### src/rtl/alu_mult_seq.sv
// rtl/alu_mult_seq.sv - Shift-add 32x32->64 multiply sequencer that drives the shared ALU.
package alu_mult_seq_pkg;
  typedef enum logic [3:0] {
    ALU_SLL  = 4'd0,
    ALU_SRL  = 4'd1,
    ALU_ADD  = 4'd2,
    ALU_SUB  = 4'd3,
    ALU_AND  = 4'd4,
    ALU_OR   = 4'd5,
    ALU_XOR  = 4'd6,
    ALU_NOR  = 4'd7,
    ALU_SLT  = 4'd8,
    ALU_SLTU = 4'd9
  } aluop_t;
endpackage

module alu_mult_seq
  import alu_mult_seq_pkg::*;
#(
  parameter int ITERS = 32
) (
  input  logic        CLK,
  input  logic        nRST,
  input  logic        start,
  input  logic        signed_op,
  input  logic [31:0] a,
  input  logic [31:0] b,
  output logic        busy,
  output logic        done,
  output logic [31:0] hi,
  output logic [31:0] lo,
  output aluop_t      alu_op,
  output logic [31:0] alu_portA,
  output logic [31:0] alu_portB,
  input  logic [31:0] alu_portOut
);

  localparam int CNT_W = $clog2(ITERS);
  localparam logic [CNT_W-1:0] LAST_ITER = CNT_W'(ITERS - 1);

  typedef enum logic [2:0] {
    IDLE   = 3'd0,
    ABS_A  = 3'd1,
    ABS_B  = 3'd2,
    MUL    = 3'd3,
    FIX_LO = 3'd4,
    FIX_HI = 3'd5,
    DONE   = 3'd6
  } state_t;

  state_t             state_q, state_d;
  logic [31:0]        mcand_q, mcand_d;
  logic [31:0]        hi_q, hi_d;
  logic [31:0]        lo_q, lo_d;
  logic [CNT_W-1:0]   cnt_q, cnt_d;
  logic               neg_q, neg_d;
  logic               sgn_q, sgn_d;
  logic               z_q, z_d;
  logic               carry;

  // Carry-out of hi+mcand rebuilt from the operand and sum MSBs, since the ALU exposes no carry.
  assign carry = (hi_q[31] & mcand_q[31]) |
                 ((hi_q[31] | mcand_q[31]) & ~alu_portOut[31]);

  always_ff @(posedge CLK or negedge nRST) begin
    if (!nRST) begin
      state_q <= IDLE;
      mcand_q <= '0;
      hi_q    <= '0;
      lo_q    <= '0;
      cnt_q   <= '0;
      neg_q   <= 1'b0;
      sgn_q   <= 1'b0;
      z_q     <= 1'b0;
    end else begin
      state_q <= state_d;
      mcand_q <= mcand_d;
      hi_q    <= hi_d;
      lo_q    <= lo_d;
      cnt_q   <= cnt_d;
      neg_q   <= neg_d;
      sgn_q   <= sgn_d;
      z_q     <= z_d;
    end
  end

  always_comb begin
    state_d   = state_q;
    mcand_d   = mcand_q;
    hi_d      = hi_q;
    lo_d      = lo_q;
    cnt_d     = cnt_q;
    neg_d     = neg_q;
    sgn_d     = sgn_q;
    z_d       = z_q;
    alu_op    = ALU_ADD;
    alu_portA = '0;
    alu_portB = '0;

    unique case (state_q)
      IDLE: begin
        if (start) begin
          mcand_d = a;
          lo_d    = b;
          hi_d    = '0;
          cnt_d   = '0;
          sgn_d   = signed_op;
          neg_d   = signed_op & (a[31] ^ b[31]);
          state_d = signed_op ? ABS_A : MUL;
        end
      end

      ABS_A: begin
        alu_op    = ALU_SUB;
        alu_portB = mcand_q;
        if (mcand_q[31]) mcand_d = alu_portOut;
        state_d   = ABS_B;
      end

      ABS_B: begin
        alu_op    = ALU_SUB;
        alu_portB = lo_q;
        if (lo_q[31]) lo_d = alu_portOut;
        state_d   = MUL;
      end

      MUL: begin
        alu_op    = ALU_ADD;
        alu_portA = hi_q;
        alu_portB = mcand_q;
        if (lo_q[0]) begin
          hi_d = {carry, alu_portOut[31:1]};
          lo_d = {alu_portOut[0], lo_q[31:1]};
        end else begin
          hi_d = {1'b0, hi_q[31:1]};
          lo_d = {hi_q[0], lo_q[31:1]};
        end
        cnt_d = cnt_q + CNT_W'(1);
        if (cnt_q == LAST_ITER) state_d = sgn_q ? FIX_LO : DONE;
      end

      // 64-bit negate as two halves: lo = -lo, hi = ~hi + (lo was zero).
      FIX_LO: begin
        alu_op    = ALU_SUB;
        alu_portB = lo_q;
        if (neg_q) begin
          lo_d = alu_portOut;
          z_d  = (lo_q == 32'd0);
        end
        state_d = FIX_HI;
      end

      FIX_HI: begin
        alu_op    = ALU_ADD;
        alu_portA = ~hi_q;
        alu_portB = {31'b0, z_q};
        if (neg_q) hi_d = alu_portOut;
        state_d = DONE;
      end

      DONE: begin
        state_d = IDLE;
      end

      default: begin
        state_d = IDLE;
      end
    endcase
  end

  assign busy = (state_q == ABS_A) || (state_q == ABS_B) || (state_q == MUL) ||
                (state_q == FIX_LO) || (state_q == FIX_HI);
  assign done = (state_q == DONE);
  assign hi   = hi_q;
  assign lo   = lo_q;

endmodule

### config.mk
export PLATFORM = sky130hd
export DESIGN_NAME = alu_mult_seq
export DESIGN_NICKNAME = d
export VERILOG_FILES = /design/src/rtl/alu_mult_seq.sv
export SDC_FILE = /design/constraint.sdc
export NUM_CORES = 1
export LEC_CHECK = 0
export CELL_PAD_IN_SITES_DETAIL_PLACEMENT = 1
export CELL_PAD_IN_SITES_GLOBAL_PLACEMENT = 1
export CORE_MARGIN = 2
export CORE_UTILIZATION = 42
export DETAILED_ROUTE_END_ITERATION = 10
export DONT_BUFFER_PORTS = 1
export GPL_TIMING_DRIVEN = 0
export PLACE_DENSITY = 0.76
export SYNTH_ARGS = -nofsm -noshare
export SYNTH_HDL_FRONTEND = slang
export SYNTH_SLANG_ARGS = --single-unit
### constraint.sdc
create_clock -name CLK -period 1.7 [get_ports CLK]
set_clock_uncertainty 0.15 [all_clocks]
set_input_delay 0.255 -clock CLK [delete_from_list [all_inputs] [get_ports CLK]]
set_output_delay 0.255 -clock CLK [all_outputs]
set_load 0.05 [all_outputs]
==> results of run 1 <==
[timing repair]
| action | in CTS |
|---|---|
| resized for setup | 330 |
| setup endpoints to repair | 171 |
| setup buffers | 32 |
| pin swaps | 69 |
| hold endpoints to repair | 193 |
| hold buffers | 98 |
| cloned | 21 |
[cells in the mapped netlist (all sizes together) (4+ instances only)]
cell type,instances
a22o,34
mux2i,33
nor4,8
nand2,77
inv,6
a2bb2oi,31
nor2,98
o22ai,34
o2bb2ai,30
dfrtp,107
o21ai,105
buf,40
mux2,32
a21oi,4
clkbuf,25
[per-layer routing]
metal | track usage, % | overflow
met1 | 80.2 | 1
met2 | 95.3 | 34
met3 | 56.7 | 1
met4 | 79.4 | 34
met5 | 10.8 | 0
[metrics by stage]
stage / setup slack (ns) / cell area, sq um
floorplan: -0.241 / 6940
global placement: -0.919 / 7180
detailed placement: -1.04 / 7180
CTS: -0.554 / 10500
[cell families after synthesis]
logic type / Yosys count / synth area share, %
muxes: 65 / 10.8
other: 2 / 0.117
DFF: 107 / 41.7
xor gates and xnor gates: 2 / 0.273
and+or+nand+nor: 205 / 13.6
buffers and inverters: 71 / 6.46
AOI/OAI and AO/OA: 249 / 26.5
adders and majority gates: 3 / 0.546
==> metrics.md, run 1 <==
| Metric | Value |
|---|---|
| Sequential area share after synthesis | `around two fifths` |
| Kind of the worst endpoint | `primary output` |
| Fail Step | `global routing` |
| Synth Flop Type | `dfrtp_1` |
| Total GRT Usage | `just under 80%` |
| Sink Count | `107` |
| Chip height | `128 um` |
| Dpl hpwl | `18.8 mm` |
| Initial Utilization | `42.5%` |
| Initial antenna violation count | `3` |
| FF+latch count, synth | `107` |
| Ports | `approximately 230` |
| Async S/R FF share, synth | `100%` |
| Post-synth top area cell | `dfrtp_1` |
| H-tree depth | `3` |
| Grt ovf | `70` |
| Pin count of the biggest net entering global routing | `~110` |
| Tool Error | `[ERROR GRT-0232] Routing congestion too high. Check the congestion heatmap in the GUI.` |
| GP Congestion | `between 0.8 and 0.9` |
| Number of flops mapped to enable cells by yosys | `0` |
| Num rows | `45` |
| Yosys warns | `0` |
| Die Wd | `about 130 um` |
| Total CTS buffers | `9` |
| Cells after DPL | `893` |
| Cell Area, Synth | `around 0.0064 sq mm` |
| Root Buffer Master | `clkbuf_16` |
| Syn_area_per_cell | `between 9 and 10 sq um` |
| Mapped Cells | `slightly above 700` |
| Synth top area share | `roughly two fifths` |
| Top cells by area, synth | `dfrtp_1, nor2_1, o21ai_0` |
| Outcome | `did not finish` |
| Worst endpoint, post-GRT repair | `alu_portA[1]` |
| CTS Buffer Depth | `2` |
| Post-synth cell types | `approximately 50` |
| Port bufs | `0` |
==> run 2: changes to the inputs <==
==> config.mk (replaced) <==
export PLATFORM = sky130hd
export DESIGN_NAME = alu_mult_seq
export DESIGN_NICKNAME = d
export VERILOG_FILES = /design/src/rtl/alu_mult_seq.sv
export SDC_FILE = /design/constraint.sdc
export NUM_CORES = 1
export LEC_CHECK = 0
export CORE_MARGIN = 2
export CORE_UTILIZATION = 35
export DETAILED_ROUTE_END_ITERATION = 10
export DONT_BUFFER_PORTS = 1
export GPL_TIMING_DRIVEN = 0
export PLACE_DENSITY_LB_ADDON = 0.15
export SYNTH_ARGS = -nofsm -noshare
export SYNTH_HDL_FRONTEND = slang
export SYNTH_SLANG_ARGS = --single-unit
==> constraint.sdc (replaced) <==
create_clock -name CLK -period 2.2 [get_ports CLK]
set_clock_uncertainty 0.15 [all_clocks]
set_input_delay 0.33 -clock CLK [delete_from_list [all_inputs] [get_ports CLK]]
set_output_delay 0.33 -clock CLK [all_outputs]
set_load 0.05 [all_outputs]
==> run 2 against run 1 <==
Net effect: the flow now finishes, with violations (hold timing, setup timing); synthesized cell count stayed put; synthesized area stayed put.
==> metrics.md, run 2 <==
| Metric | Value |
|---|---|
| Setup TNS | `-7.00 ns` |
| DR WL/cell | `27.1 um` |
| WP data required | `around 1.7 ns` |
| Port bufs | `0 (unchanged)` |
| Cells after DPL | `934 (was 893)` |
| Post-synth cell types | `49 (unchanged)` |
| Initial antenna violation count | `7` |
| Initial Utilization | `35.7% (was 42.5%)` |
| Layout cells sized above 1 | `between 20% and 30%` |
| Tightest Hold Check Type | `in2async` |
| Period minus WS final | `approximately 2.3 ns` |
| Pwr/cell area | `between 1500 and 2000 mW/mm^2` |
| Fin crit share | `106%` |
| Register area | `approximately 0.0027 sq mm` |
| Number of vias per cell | `a little over 6` |
| Hold Violations, Final | `107` |
| DRT Wirelength | `27.1 mm` |
| Synth cell count leaders | `dfrtp_1, nor2_1, nand2_1 (unchanged)` |
| CTS Buffer Depth | `2 (unchanged)` |
| First-pass iteration count of the detailed router | `4` |
| R2R depth | `5` |
| Worst path slowest cell | `dfrtp_1` |
| Crit Path Category | `reg2out` |
| Slew Limit Headroom | `50.4%` |
| Final setup margin | `-0.140 ns` |
| Min Hold Slack | `-0.474 ns` |
| Total CTS buffers | `9 (unchanged)` |
| Die Footprint | `a little under 0.02 sq mm` |
| FF-to-FF End | `hi[13]$_DFFE_PN0P_` |
| Cell Area, Synth | `0.00641 sq mm (unchanged)` |
| Ports | `234 (unchanged)` |
| Fin. max-slew vios | `0` |
| Vias in the first global route | `6,223` |
| Crit path top cell by count | `buf_6` |
| Num rows | `49 (was 45)` |
| Die Wd | `139 um (was 128 um)` |
| CTS tree | `yes` |
| Multi-input logic area | `0.00405 sq mm` |
| CORE AREA | `0.0180 sq mm` |
| Synth Flop Type | `dfrtp_1 (unchanged)` |
| Synth top area share | `41.7% (unchanged)` |
| H-tree depth | `3 (unchanged)` |
| WP data arrival | `~1.9 ns` |
| End point of the critical path | `alu_portA[8]` |
| Syn_area_per_cell | `9.11 sq um (unchanged)` |
| Actual slew at the worst max-slew pin | `0.743 ns` |
| Top-count cell post-synth | `dfrtp_1 (unchanged)` |
| Slowest stage delay, CP | `about 0.38 ns` |
| Max cap viols | `0` |
| Most common cell after layout, fill and taps aside | `dfrtp_1` |
| DR vias | `about 6,100` |
| Violated checks | `hold timing, setup timing` |
| Number of flops mapped to enable cells by yosys | `0 (unchanged)` |
| Clk slew on worst S/H paths | `0.07 ns` |
| Async S/R FF share, synth | `100% (unchanged)` |
| Grt ovf | `0` |
| Critical Path Source | `state_q[1]$_DFFE_PN0P_` |
| CP Max Fanout | `9` |
| Post-synth top area cell | `dfrtp_1 (unchanged)` |
| P&R area growth vs syn | `32.2%` |
| Sink Count | `107 (unchanged)` |
| Mapped Cells | `704 (unchanged)` |
| GP Congestion | `0.877 (was 0.892)` |
| Hold_buf cts | `23 (was 98)` |
| Dpl hpwl | `18.7 mm (was 18.8 mm)` |
| First-pass GRT wire length | `roughly 40 mm` |
| Chip height | `139 um (was 128 um)` |
| Total GRT Usage | `27.2%` |
| RSZ-0062 raised after global routing | `yes` |
| Worst-skew pair later-pin latency | `around 0.35 ns` |
| Setup crit start kind | `register` |
| DRC | `0` |
| FF+latch count, synth | `107 (unchanged)` |
| Detailed Route Iter0 Violations | `480` |
| Root Buffer Master | `clkbuf_16 (unchanged)` |
| CP cell instances | `buf_6, buf_6, nor2b_4, nand2_8, clkbuf_16, o21ai_4` |
| Pin count of the biggest net entering global routing | `between 100 and 150` |
| Most frequent cells in the layout | `dfrtp_1, nor2_1, nand2_1` |
| Fillers | `approximately 1,700` |
| Total power | `~17 mW` |
| Crit. End Element | `output port` |
| Peak supply drop | `0.000796 V` |
| Reg-to-reg startpoint | `lo[0]$_DFFE_PN0P_` |
| P_leak | `roughly 3.5 nW` |
| Final setup vio count | `66` |
| Top cells by area, synth | `dfrtp_1, nor2_1, o21ai_0 (unchanged)` |
| F_max | `0.427 GHz` |
| Routed Antenna Nets | `0` |
| Final cell count without fillers | `between 900 and 1,000` |
| Sequential area share after synthesis | `41.7% (unchanged)` |
| # nets final | `between 800 and 900` |
| Flop2flop setup slack | `approximately 0.05 ns` |
| Outcome | `finished with violations (was did not finish)` |
| Yosys warns | `0 (unchanged)` |
## run 2: cell counts after synthesis
No cell type changed its count.
## run 2: metal layers
metal / share of wire, % / up-vias / global-route usage [%]
met1: 41 / 3061 / 34.5
met4: 2.7 / 2 / 9.78
met3: 7.7 / 43 / 6.71
met5: 0.048 / - / 0
li1: - / 2704 / -
met2: 49 / 297 / 45.3
## run 2: logic make-up (layout without fill, tap and decap cells)
group,Yosys count,after routing,share of synthesized area [%]
compound gates,249,249,26.5
simple gates,205,206,13.6
flops,107,107,41.7
buf+inv,71,128,6.46
mux,65,65,10.8
fa+ha+maj,3,3,0.546
other cells,2,9,0.117
xor+xnor,2,2,0.273
## run 2: final cells by class
class | instances | share of cell area, %
tap | 229 | 3.38
buffer | 65 | 8.11
antenna | 6 | 0.177
inverter | 6 | 0.266
clock inverter | 2 | 0.148
timing repair buffer | 42 | 5.56
multi-input combinational | 528 | 47.8
clock buffer | 13 | 2.95
sequential | 107 | 31.6
## run 2: worst min-delay path by stage
stage,startpoint,endpoint,slack (ns),cells after the start
after floorplan,nRST,cnt_q[0]$_DFFE_PN0P_,-0.12,0
after global placement,nRST,hi[16]$_DFFE_PN0P_,-0.11,0
after detailed placement,nRST,mcand_q[18]$_DFFE_PN0P_,-0.11,0
after CTS,nRST,mcand_q[14]$_DFFE_PN0P_,-0.50,0
after global routing,nRST,mcand_q[19]$_DFFE_PN0P_,-0.50,0
final,nRST,hi[14]$_DFFE_PN0P_,-0.47,0
## run 2: power by group
part           internal, mW  switching, mW  leakage, nW  total [mW]
logic                  3.34           5.36         2.13        8.70
registers              2.88           3.54         1.27        6.42
clock network         0.795          0.756        0.126        1.55
total                  7.02           9.65         3.52        16.7
## run 2: timing repair
| action | 4_1_cts | 5_1_grt |
|---|---|---|
| cloned | 7 | 1 |
| hold endpoints to repair | 131 | 107 |
| resized for setup | 182 | 22 |
| setup endpoints to repair | 123 | 101 |
| buffers inserted | 11 | 1 |
| pin swaps | 8 | 10 |
## run 2: through the flow
stage / hold slack (ns) / worst slack (ns) / area (sq um) / util [%]
floorplan: -0.116 / -0.233 / 6530 / -
global placement: -0.109 / -0.752 / 6810 / 37.9
detailed placement: -0.111 / -0.771 / 6810 / 37.9
CTS: -0.497 / -0.146 / 8390 / 46.7
global route: -0.498 / -0.185 / 8470 / 47.2
finish: -0.474 / -0.140 / 8480 / 47.2
## run 2: worst max-delay path, delay by kind of cell (launching register included)
family,cells,cell delay [ns]
simple gates,2,0.30
flops,1,0.38
compound gates,1,0.35
buf+inv,3,0.45
Power figures use the tool's default switching activity.
